<file path="src/rtl/fcvt_w_s_if.sv">
// fcvt_w_s_if: operand/result bundle for the float-to-integer converter.
//
// Protocol: valid-only, no ready. The producer asserts valid_input for one
// cycle per operation with a/rm/is_unsigned stable around that clock edge;
// the converter always accepts. Exactly three edges later valid_output is
// high for one cycle with y/fflags carrying that operation's result.
// Results leave in issue order. y/fflags hold their last value while
// valid_output is low.
//
// Signals:
//   valid_input  producer -> converter   operation present this cycle
//   a[31:0]      producer -> converter   IEEE-754 binary32 operand
//   rm[2:0]      producer -> converter   rounding mode (RNE/RTZ/RDN/RUP/RMM)
//   is_unsigned  producer -> converter   0 = FCVT.W.S, 1 = FCVT.WU.S
//   valid_output converter -> consumer   y/fflags hold a completed result
//   y[31:0]      converter -> consumer   integer result
//   fflags[4:0]  converter -> consumer   {NV,DZ,OF,UF,NX}
interface fcvt_w_s_if;
  logic        valid_input;
  logic [31:0] a;
  logic [2:0]  rm;
  logic        is_unsigned;
  logic        valid_output;
  logic [31:0] y;
  logic [4:0]  fflags;

  modport master (
    output valid_input, a, rm, is_unsigned,
    input  valid_output, y, fflags
  );

  modport slave (
    input  valid_input, a, rm, is_unsigned,
    output valid_output, y, fflags
  );
endinterface

</file>
<file path="src/rtl/fcvt_w_s.sv">
// fcvt_w_s: three-stage pipelined binary32 -> 32-bit integer converter
// (RISC-V FCVT.W.S / FCVT.WU.S) with all five static rounding modes and
// NV/NX flags. One operation per cycle, fixed latency of 3 edges.
//
// Ports:
//   clk  rising-edge clock
//   rst  synchronous active-high reset; clears every stage valid and the
//        y/fflags/valid_output registers
//   bus  fcvt_w_s_if.slave: valid_input/a/rm/is_unsigned in,
//        valid_output/y/fflags out
//
// Stages:
//   S0  input register
//   S1  unpack, classify, align into integer magnitude + guard + sticky
//   S2  rounding increment, range check, saturation, sign application
//   out y/fflags register, loaded only when the S2 stage is valid
module fcvt_w_s (
  input logic      clk,
  input logic      rst,
  fcvt_w_s_if.slave bus
);

  // ---------------- S0: input register ----------------
  logic        v0;
  logic [31:0] a0;
  logic [2:0]  rm0;
  logic        u0;

  always_ff @(posedge clk) begin
    if (rst) v0 <= 1'b0;
    else     v0 <= bus.valid_input;
    a0  <= bus.a;
    rm0 <= bus.rm;
    u0  <= bus.is_unsigned;
  end

  // ---------------- S1: unpack / classify / align ----------------
  logic [7:0]  exp_c;
  logic [22:0] frac_c;
  logic        nan_c, inf_c;
  logic [4:0]  sh_c;
  logic [54:0] aligned_c;
  logic [31:0] mag_c;
  logic        g_c, st_c, ovf_c;

  assign exp_c  = a0[30:23];
  assign frac_c = a0[22:0];
  assign nan_c  = (exp_c == 8'hFF) && (frac_c != 23'd0);
  assign inf_c  = (exp_c == 8'hFF) && (frac_c == 23'd0);
  // For exponents 127..158 the unbiased exponent (E-127) equals (E+1) mod 32,
  // so the left-shift amount comes straight from the low exponent bits.
  assign sh_c      = exp_c[4:0] + 5'd1;
  // Fixed point: binary point sits between bits 23 and 22 of aligned_c.
  assign aligned_c = {31'd0, 1'b1, frac_c} << sh_c;

  always_comb begin
    mag_c = 32'd0;
    g_c   = 1'b0;
    st_c  = 1'b0;
    ovf_c = 1'b0;
    if (exp_c == 8'hFF) begin
      // NaN/Inf are carried by their own class bits.
    end else if (exp_c >= 8'd159) begin
      ovf_c = 1'b1;                    // |x| >= 2^32
    end else if (exp_c >= 8'd127) begin
      mag_c = aligned_c[54:23];
      g_c   = aligned_c[22];
      st_c  = |aligned_c[21:0];
    end else if (exp_c == 8'd126) begin
      g_c  = 1'b1;                     // 0.5 <= |x| < 1
      st_c = |frac_c;
    end else begin
      // |x| < 0.5 or subnormal: only a non-zero operand leaves a sticky bit.
      st_c = (exp_c != 8'd0) || (frac_c != 23'd0);
    end
  end

  logic        v1, s1, g1, st1, u1, nan1, inf1, ovf1;
  logic [31:0] mag1;
  logic [2:0]  rm1;

  always_ff @(posedge clk) begin
    if (rst) v1 <= 1'b0;
    else     v1 <= v0;
    mag1 <= mag_c;
    g1   <= g_c;
    st1  <= st_c;
    s1   <= a0[31];
    rm1  <= rm0;
    u1   <= u0;
    nan1 <= nan_c;
    inf1 <= inf_c;
    ovf1 <= ovf_c;
  end

  // ---------------- S2: round / range check / sign ----------------
  logic        inc_c;
  logic [32:0] rmag_c;
  logic        in_range_c, invalid_c;
  logic [31:0] y_c;
  logic [4:0]  f_c;

  always_comb begin
    inc_c = 1'b0;
    case (rm1)
      3'b001:  inc_c = 1'b0;                      // RTZ
      3'b010:  inc_c = s1 & (g1 | st1);           // RDN
      3'b011:  inc_c = ~s1 & (g1 | st1);          // RUP
      3'b100:  inc_c = g1;                        // RMM
      default: inc_c = g1 & (st1 | mag1[0]);      // RNE (and 101-111)
    endcase
  end

  // 33 bits so that a carry out of 0xFFFFFFFF is caught by the range check.
  assign rmag_c = {1'b0, mag1} + {32'd0, inc_c};

  always_comb begin
    in_range_c = 1'b0;
    if (u1)
      // A result that rounds to zero is representable whatever the sign.
      in_range_c = (~s1 & ~rmag_c[32]) | (rmag_c == 33'd0);
    else if (s1)
      in_range_c = (rmag_c <= 33'h0_8000_0000);
    else
      in_range_c = (rmag_c <= 33'h0_7FFF_FFFF);
  end

  assign invalid_c = nan1 | inf1 | ovf1 | ~in_range_c;

  always_comb begin
    y_c = 32'd0;
    f_c = 5'd0;
    if (invalid_c) begin
      f_c = 5'b10000;
      // NaN saturates toward the positive limit regardless of its sign bit.
      if (u1) y_c = (nan1 | ~s1) ? 32'hFFFF_FFFF : 32'h0000_0000;
      else    y_c = (nan1 | ~s1) ? 32'h7FFF_FFFF : 32'h8000_0000;
    end else begin
      y_c = s1 ? (~rmag_c[31:0] + 32'd1) : rmag_c[31:0];
      f_c = {4'b0000, g1 | st1};
    end
  end

  logic        v2;
  logic [31:0] y2;
  logic [4:0]  f2;

  always_ff @(posedge clk) begin
    if (rst) v2 <= 1'b0;
    else     v2 <= v1;
    y2 <= y_c;
    f2 <= f_c;
  end

  // ---------------- output register ----------------
  logic        vo_q;
  logic [31:0] y_q;
  logic [4:0]  f_q;

  always_ff @(posedge clk) begin
    if (rst) begin
      vo_q <= 1'b0;
      y_q  <= 32'd0;
      f_q  <= 5'd0;
    end else begin
      vo_q <= v2;
      if (v2) begin
        y_q <= y2;
        f_q <= f2;
      end
    end
  end

  assign bus.valid_output = vo_q;
  assign bus.y            = y_q;
  assign bus.fflags       = f_q;

endmodule

</file>
<file path="src/flat_wrapper.sv">
// flat-port wrapper written by rule: the top's interface ports become plain ports
module fcvt_w_s_flat 
  (clk, rst, bus_valid_input, bus_a, bus_rm, bus_is_unsigned, bus_valid_output, bus_y, bus_fflags);
  fcvt_w_s_if bus_i ();
  input logic clk;
  input logic rst;
  input wire logic [$bits(bus_i.valid_input)-1:0] bus_valid_input;
  input wire logic [$bits(bus_i.a)-1:0] bus_a;
  input wire logic [$bits(bus_i.rm)-1:0] bus_rm;
  input wire logic [$bits(bus_i.is_unsigned)-1:0] bus_is_unsigned;
  output wire logic [$bits(bus_i.valid_output)-1:0] bus_valid_output;
  output wire logic [$bits(bus_i.y)-1:0] bus_y;
  output wire logic [$bits(bus_i.fflags)-1:0] bus_fflags;
  assign bus_i.valid_input = bus_valid_input;
  assign bus_i.a = bus_a;
  assign bus_i.rm = bus_rm;
  assign bus_i.is_unsigned = bus_is_unsigned;
  assign bus_valid_output = bus_i.valid_output;
  assign bus_y = bus_i.y;
  assign bus_fflags = bus_i.fflags;
  fcvt_w_s u_core (.clk(clk), .rst(rst), .bus(bus_i));
endmodule
</file>
<file path="config.mk">
export PLATFORM = sky130hd
export DESIGN_NAME = fcvt_w_s_flat
export DESIGN_NICKNAME = d
export VERILOG_FILES = /design/src/rtl/fcvt_w_s_if.sv /design/src/rtl/fcvt_w_s.sv /design/src/flat_wrapper.sv
export SDC_FILE = /design/constraint.sdc
export NUM_CORES = 1
export LEC_CHECK = 0
export ABC_AREA = 1
export BUFFER_PORTS_ARGS = -buffer_cell sky130_fd_sc_hd__buf_2
export CORE_MARGIN = 2
export CORE_UTILIZATION = 56
export CTS_BUF_LIST = sky130_fd_sc_hd__clkbuf_8
export CTS_CLUSTER_SIZE = 28
export DETAILED_ROUTE_END_ITERATION = 7
export PLACE_DENSITY = 0.86
export SLEW_MARGIN = 0
export SYNTH_ARGS = -nofsm -noshare
export SYNTH_HDL_FRONTEND = slang
export SYNTH_SLANG_ARGS = --single-unit
</file>
<file path="constraint.sdc">
create_clock -name clk -period 3.1 [get_ports clk]
set_input_delay 0.31 -clock clk [delete_from_list [all_inputs] [get_ports clk]]
set_output_delay 0.31 -clock clk [all_outputs]
set_load 0.01 [all_outputs]
</file>
==> impl_metrics.ini, run 1 <==
[die]
rows = 43
dieArea_sq_mm = 0.0153
core_sq_mm = 0.0139
ios = 77
die_h_microns = 124
die_w_microns = 124
initial_core_util = 0.574

[grt]
grt_usage = 0.292
top_usage_layer = met2
grt_pass1_wl_microns = 34900
grt_util_met1 = 0.310
grt_pass1_vias = 7691
overflow = 0
gr-usage-met3 = 0.0613
antenna_found_initial = 0
grt_max_degree = 39
use_met2 = 0.531

[synthesis]
netlist_instances = 1242
syn_area_sq_mm = 0.00800
yosys.cell_types.count = 40
synth_seq_area_share = 0.375
synthFlopType = dfxtp_1
async_flop_share = 0
synth_area_per_cell_sq_um = 6.44
yosysWarnings = 0
ys_ff_latch = 150
synth_edf_count = 0

[route]
drt_first_pass_iters = 6
drt-total-wl_microns = 22300
vias = 8385
viasPerCell = 5.38
drc = 0
drtIter0Drc = 544
wl_per_cell_microns = 14.3
postRouteAntennaNets = 0

[min_path]
worstHoldEndpoint = u_core.v0
hp-start = bus_valid_input
hold_path_depth = 3
hold_class = input port to register

[final_layout]
drive_above_1_share = 0.202
num-nets-final = 1411
final_common_cell = nand2_1
postLayoutCellArea_sq_mm = 0.00992
area_growth_pct = 24.1
fill_cells = 1139
regArea_sq_mm = 0.00301
n_antenna_cell = 0
fin_cells = 1558
layout_common_cells = nand2_1 (403), dfxtp_1 (146), nor2_1 (117), inv_1 (94), nand3_1 (93)
multi_input_area_sq_mm = 0.00475
post-route-util = 0.712

[outcome]
status = completed

[critical_path]
worst_path_most_repeated_cell = nand2_2
critPathLaunchType = register
r2r_cells = 23
rr_startpoint = u_core.mag1[0]
crit_type = register to register
slowest_delay_ns = 0.37
cp.arrival_ns = 3.43
critPathBufInv = 2
path_cells = o311ai_1, nand2_1, ha_4, ha_4, nand2_4, nor2_4, nand2_4, nor2_4, buf_4, nand2_1, nand2_2, nor2_2, nand2_2, nor2_4, nand2_2, nand2_2, nand3_2, nand2_2, inv_4, nand2_8, nand2_8, nand2_8, nand2_2
path_max_fanout = 8
slowest_stage = dfxtp_4
reg2reg_slack_ns = 0.03
setup.worst_path.end_class = register
crit_family = simple AND/OR/NAND/NOR gates
rr_endpoint = u_core.y2[19]
critPathRequiredTime_ns = 3.46

[clocking]
htreeDepth = 4
clkTransAtPathRegs_ns = 0.08
cts.sinks = 150
cts_made_buffers = 17
cts_max_path_buffers = 2
cts_tree = built
cts-root-buf = clkbuf_8
insertion_delay_ns = 0.47

[timing]
setup_viol = 0
clock_skew_ns = 0.00932
timing.fmax_ghz = 0.326
rsz0062_at_grt = true
layout_min_cycle_time_ns = 3.07
hold_viol_final = 0
maxSlewHeadroom = 0.393
worst_pin_slew_ns = 0.905
period_share = 0.991
final_max_slew_viol_count = 0

[run]
drv_cap = 0

[place]
place_area_sq_mm = 0.00862
gp_congestion = 0.973
dp.cells = 1477
io_buffers = 73
hpwl_microns = 14900

[power_and_ir_drop]
p_leak_nw = 4.60
worst_ir_drop_vdd_mv = 0.376
cellPowerDensity_mw_per_mm2 = 501
==> per-stage QoR <==
| step | hold WS, ns | setup TNS, ns | power [mW] | setup WS [ns] |
|---|---|---|---|---|
| after floorplan | 0.310 | 0 | 2.88 | 0.0357 |
| after global placement | 0.310 | -1.39 | 3.12 | -0.0473 |
| after detailed placement | 0.312 | -3.41 | 3.13 | -0.129 |
| after CTS | 0.0327 | 0 | 4.86 | 0.00334 |
| after global routing | 0.0559 | -4.84 | 5.20 | -0.167 |
| final | 0.0459 | 0 | 4.97 | 0.0283 |
==> area by class of cell <==
class                   count  share of cell area
multi-input cells         941               0.478
flip-flops and latches    150               0.303
repair buffers            154               0.111
inverters                 101              0.0385
clock buffers              19              0.0263
well taps                 180              0.0227
clock inverters            13              0.0195
==> worst max path at each step <==
stage                     slack [ns]             to            from  cells after the start
after global routing           -0.17   u_core.y2[1]   u_core.rm1[2]                     23
final                           0.03  u_core.y2[19]  u_core.mag1[0]                     23
after floorplan                 0.04  u_core.y2[10]       u_core.s1                     27
after CTS                      0.003   u_core.y2[6]  u_core.mag1[0]                     25
after global placement         -0.05   u_core.y2[3]   u_core.rm1[2]                     23
after detailed placement       -0.13  u_core.y2[14]      u_core.st1                     25
==> repair_timing <==
action                                  4_1_cts  5_1_grt
setup buffers                                 2        7
hold endpoints to repair                     36        0
gates cloned                                  3        1
hold buffers                                 36        0
gates resized for setup                      17       91
pin swaps                                     8       39
endpoints found under the setup margin       34       34
==> flip-flops by register name, summed over array words and instances (netlist names), 2 cells and up <==
name,count
u_core.a0,32
u_core.rm1,3
u_core.bus.y,32
u_core.y2,32
u_core.rm0,3
u_core.mag1,32
u_core.f2,2
u_core.bus.fflags,2
==> cell usage after synthesis (4+ instances only) <==
library cell	number	area, sq um
nand2_1	452	1700
dfxtp_1	150	3000
nor2_1	128	480
nand3_1	100	500
inv_1	97	364
o21ai_0	71	355
a21oi_1	43	215
clkbuf_1	42	158
xor2_1	24	210
o22ai_1	16	100
nor3_1	12	60.1
or2_2	12	75.1
nand2_2	11	68.8
nand4_1	11	68.8
nor2_4	9	101
ha_1	7	87.6
buf_4	6	45.0
mux2i_1	5	50.1
o21ai_1	5	25.0
xnor2_1	4	35.0
==> routing by layer <==
metal | share of wire | up-vias | routed length [microns]
met1 | 0.39 | 3745 | 8620
met3 | 0.058 | 105 | 1290
met4 | 0.057 | 0 | 1270
li1 | - | 4189 | -
met2 | 0.50 | 346 | 11200
met5 | 0 | - | 0
==> where the power goes <==
part | leakage [nW] | switching (mW) | total (mW) | internal (mW)
clock | 0.216 | 0.760 | 1.69 | 0.928
combinational | 3.14 | 0.709 | 1.13 | 0.420
sequential | 1.24 | 0.0826 | 2.15 | 2.07
total | 4.60 | 1.55 | 4.97 | 3.42
==> worst min-delay path, delay by kind of cell <==
kind / cells / cell delay, ns
buf+inv: 2 / 0.13
simple gates: 1 / 0.03
==> cell families (layout without fill, tap and decap cells) <==
group                      count (synthesis)  count (layout)  share of synthesized area
other                                      1               3                   0.000469
adders and majority gates                  7               7                     0.0109
DFF                                      150             150                      0.375
xor gates and xnor gates                  28              28                     0.0307
muxes                                      5               5                    0.00626
buffers and inverters                    156             287                     0.0804
AOI/OAI and AO/OA                        148             148                     0.0995
and+or+nand+nor                          747             750                      0.396
Note: power is estimated with default switching activity, not from simulation.
==> run 2, diff against run 1 <==
Settings changed: CORE_MARGIN 2 to 5, MAX_ROUTING_LAYER set to met4, PLACE_DENSITY 0.86 to 0.79.
==> run 2 against run 1 <==
  * Sequential power is essentially flat
  * Via count shrank 2.6%
  * Utilization grew 0.099 points
  * Clock power shrank 13%
  * Sequential share of layout area shrank 0.055 points
  * Flip-flop and latch count is the same
  * Hold slack gained 0.020 ns
  * Largest cell class unchanged
==> impl_metrics.ini, run 2 (synthesis gave the netlist of run 1 again) <==
[power_and_ir_drop]
p_switching_mw = 1.59
switching_share = 0.333
p_int_mw = 3.18
clkPwrFrac = 0.309
worst_ir_drop_vdd_mv = 0.250
p_comb_frac = 0.240
p_seq_frac = 0.452
p_leak_nw = 4.68
cellPowerDensity_mw_per_mm2 = 480

[final_layout]
num-nets-final = 1430
area_growth_pct = 24.2
regArea_sq_mm = 0.00301
n_antenna_cell = 0
fill_cells = 1186
final_common_cell = nand2_1
layout_common_cells = nand2_1 (417), dfxtp_1 (145), nor2_1 (113), nand3_1 (93), inv_1 (92)
multi_input_area_sq_mm = 0.00469
drive_above_1_share = 0.205
postLayoutCellArea_sq_mm = 0.00994

[timing]
setup_viol = 0
setup_ws_ns = 0.0315
timing.fmax_ghz = 0.326
final_max_slew_viol_count = 0
layout_min_cycle_time_ns = 3.07
clock_skew_ns = 0.0117
hold_viol_final = 0
period_share = 0.990
timing.hold.ws_ns = 0.0664
maxSlewHeadroom = 0.409
rsz0062_at_grt = true
worst_pin_slew_ns = 0.881

[grt]
grt_pass1_wl_microns = 36100
overflow = 0
grt_usage = 0.275
grt_max_degree = 39
grt_pass1_vias = 7701
antenna_found_initial = 0

[die]
dieArea_sq_mm = 0.0168
core_sq_mm = 0.0139
rows = 43
initial_core_util = 0.574
ios = 77
die_h_microns = 130
die_w_microns = 130

[place]
dp_slack_ns = -0.0878
gp_congestion = 0.995
hpwl_microns = 15900
io_buffers = 73
place_area_sq_mm = 0.00877

[clocking]
clkTransAtPathRegs_ns = 0.09
insertion_delay_ns = 0.45
htreeDepth = 4
cts.sinks = 150
cts_tree = built
cts-root-buf = clkbuf_8
cts_max_path_buffers = 2
cts_made_buffers = 17

[route]
viasPerCell = 5.18
wl_per_cell_microns = 14.0
vias = 8170
postRouteAntennaNets = 0
drc = 0
drt_first_pass_iters = 6
drt-total-wl_microns = 22100
drtIter0Drc = 434

[critical_path]
crit_type = register to register
setup.worst_path.end_class = register
critPathRequiredTime_ns = 3.44
cp.arrival_ns = 3.41
critPathLaunchType = register
path_max_fanout = 8

[run]
drv_cap = 0

[min_path]
hold_class = input port to register

[outcome]
status = completed
-- run 2: cell types whose count changed in the layout (fill, tap and decap cells not counted), moves of 3 or more --
cell / change
nand2_1: +14
nor2_1: -4
bufinv_16: -3
clkinvlp_4: -3
inv_2: +3
nor2_2: +5
nand2_2: -14
inv_8: +4
buf_4: +20
-- run 2: power by group through the flow --
stage	logic (mW)	registers [mW]	clock network, mW
CTS	1.06	2.15	1.49
finish	1.14	2.15	1.47
floorplan	0.710	2.17	0
detailed placement	0.995	2.19	0
global route	1.28	2.17	1.59
global placement	0.991	2.19	0
-- run 2: what timing repair did --
item                                   CTS  global route
gates cloned                             2             2
hold buffers                            36             0
endpoints found under the hold margin   36             0
pin swaps                                6            20
setup buffers                            0             8
gates resized for setup                 13            77
setup endpoints to repair               33            34
-- run 2: metrics by stage --
| stage | util | instances | setup TNS, ns | total power [mW] |
|---|---|---|---|---|
| after global placement | 0.630 | 1497 | -0.775 | 3.18 |
| final | 0.713 | 1577 | 0 | 4.77 |
| after detailed placement | 0.630 | 1497 | -2.35 | 3.19 |
| after global routing | 0.713 | 1577 | -4.38 | 5.03 |
| after CTS | 0.690 | 1567 | 0 | 4.70 |
| after floorplan | - | 1244 | 0 | 2.88 |
-- run 2: routing by layer --
layer	vias up	GRT usage	wire (microns)
met5	-	-	0
met4	0	0.141	1020
met3	64	0.0334	944
met2	244	0.495	11600
met1	3637	0.297	8600
li1	4225	-	-
-- run 2: layout make-up --
class	count	share of cell area
multi-input combinational	941	0.472
sequential	150	0.303
timing repair buffer	173	0.125
inverter	101	0.0381
clock buffer	17	0.0235
tap	180	0.0227
clock inverter	15	0.0159
-- run 2: final timing paths --
path	startpoint	endpoint	depth (start not counted)	slack, ns
max	u_core.st1	u_core.y2[17]	25	0.03
min	bus_valid_input	u_core.v0	3	0.07
max reg2reg	u_core.st1	u_core.y2[17]	25	0.03
min reg2reg	u_core.rm0[2]	u_core.rm1[2]	0	0.33
-- run 2: critical path, stage by stage (launching register included) --
cell	delay (ns)
dfxtp_2	0.36
nor2_2	0.04
a21oi_1	0.11
o2111ai_1	0.11
nand2_1	0.13
ha_4	0.19
ha_4	0.17
nand2_4	0.06
nor2_4	0.15
nand2_2	0.10
nor2_4	0.19
nand2_1	0.07
nand2_1	0.08
nand2_2	0.08
nor2_4	0.12
nand2_2	0.07
nor2_4	0.14
nand2_2	0.06
nand2_2	0.07
nand3_2	0.07
nand2_2	0.07
inv_2	0.04
nand2_4	0.12
nand2_8	0.14
nand2_8	0.15
nand2_1	0.07
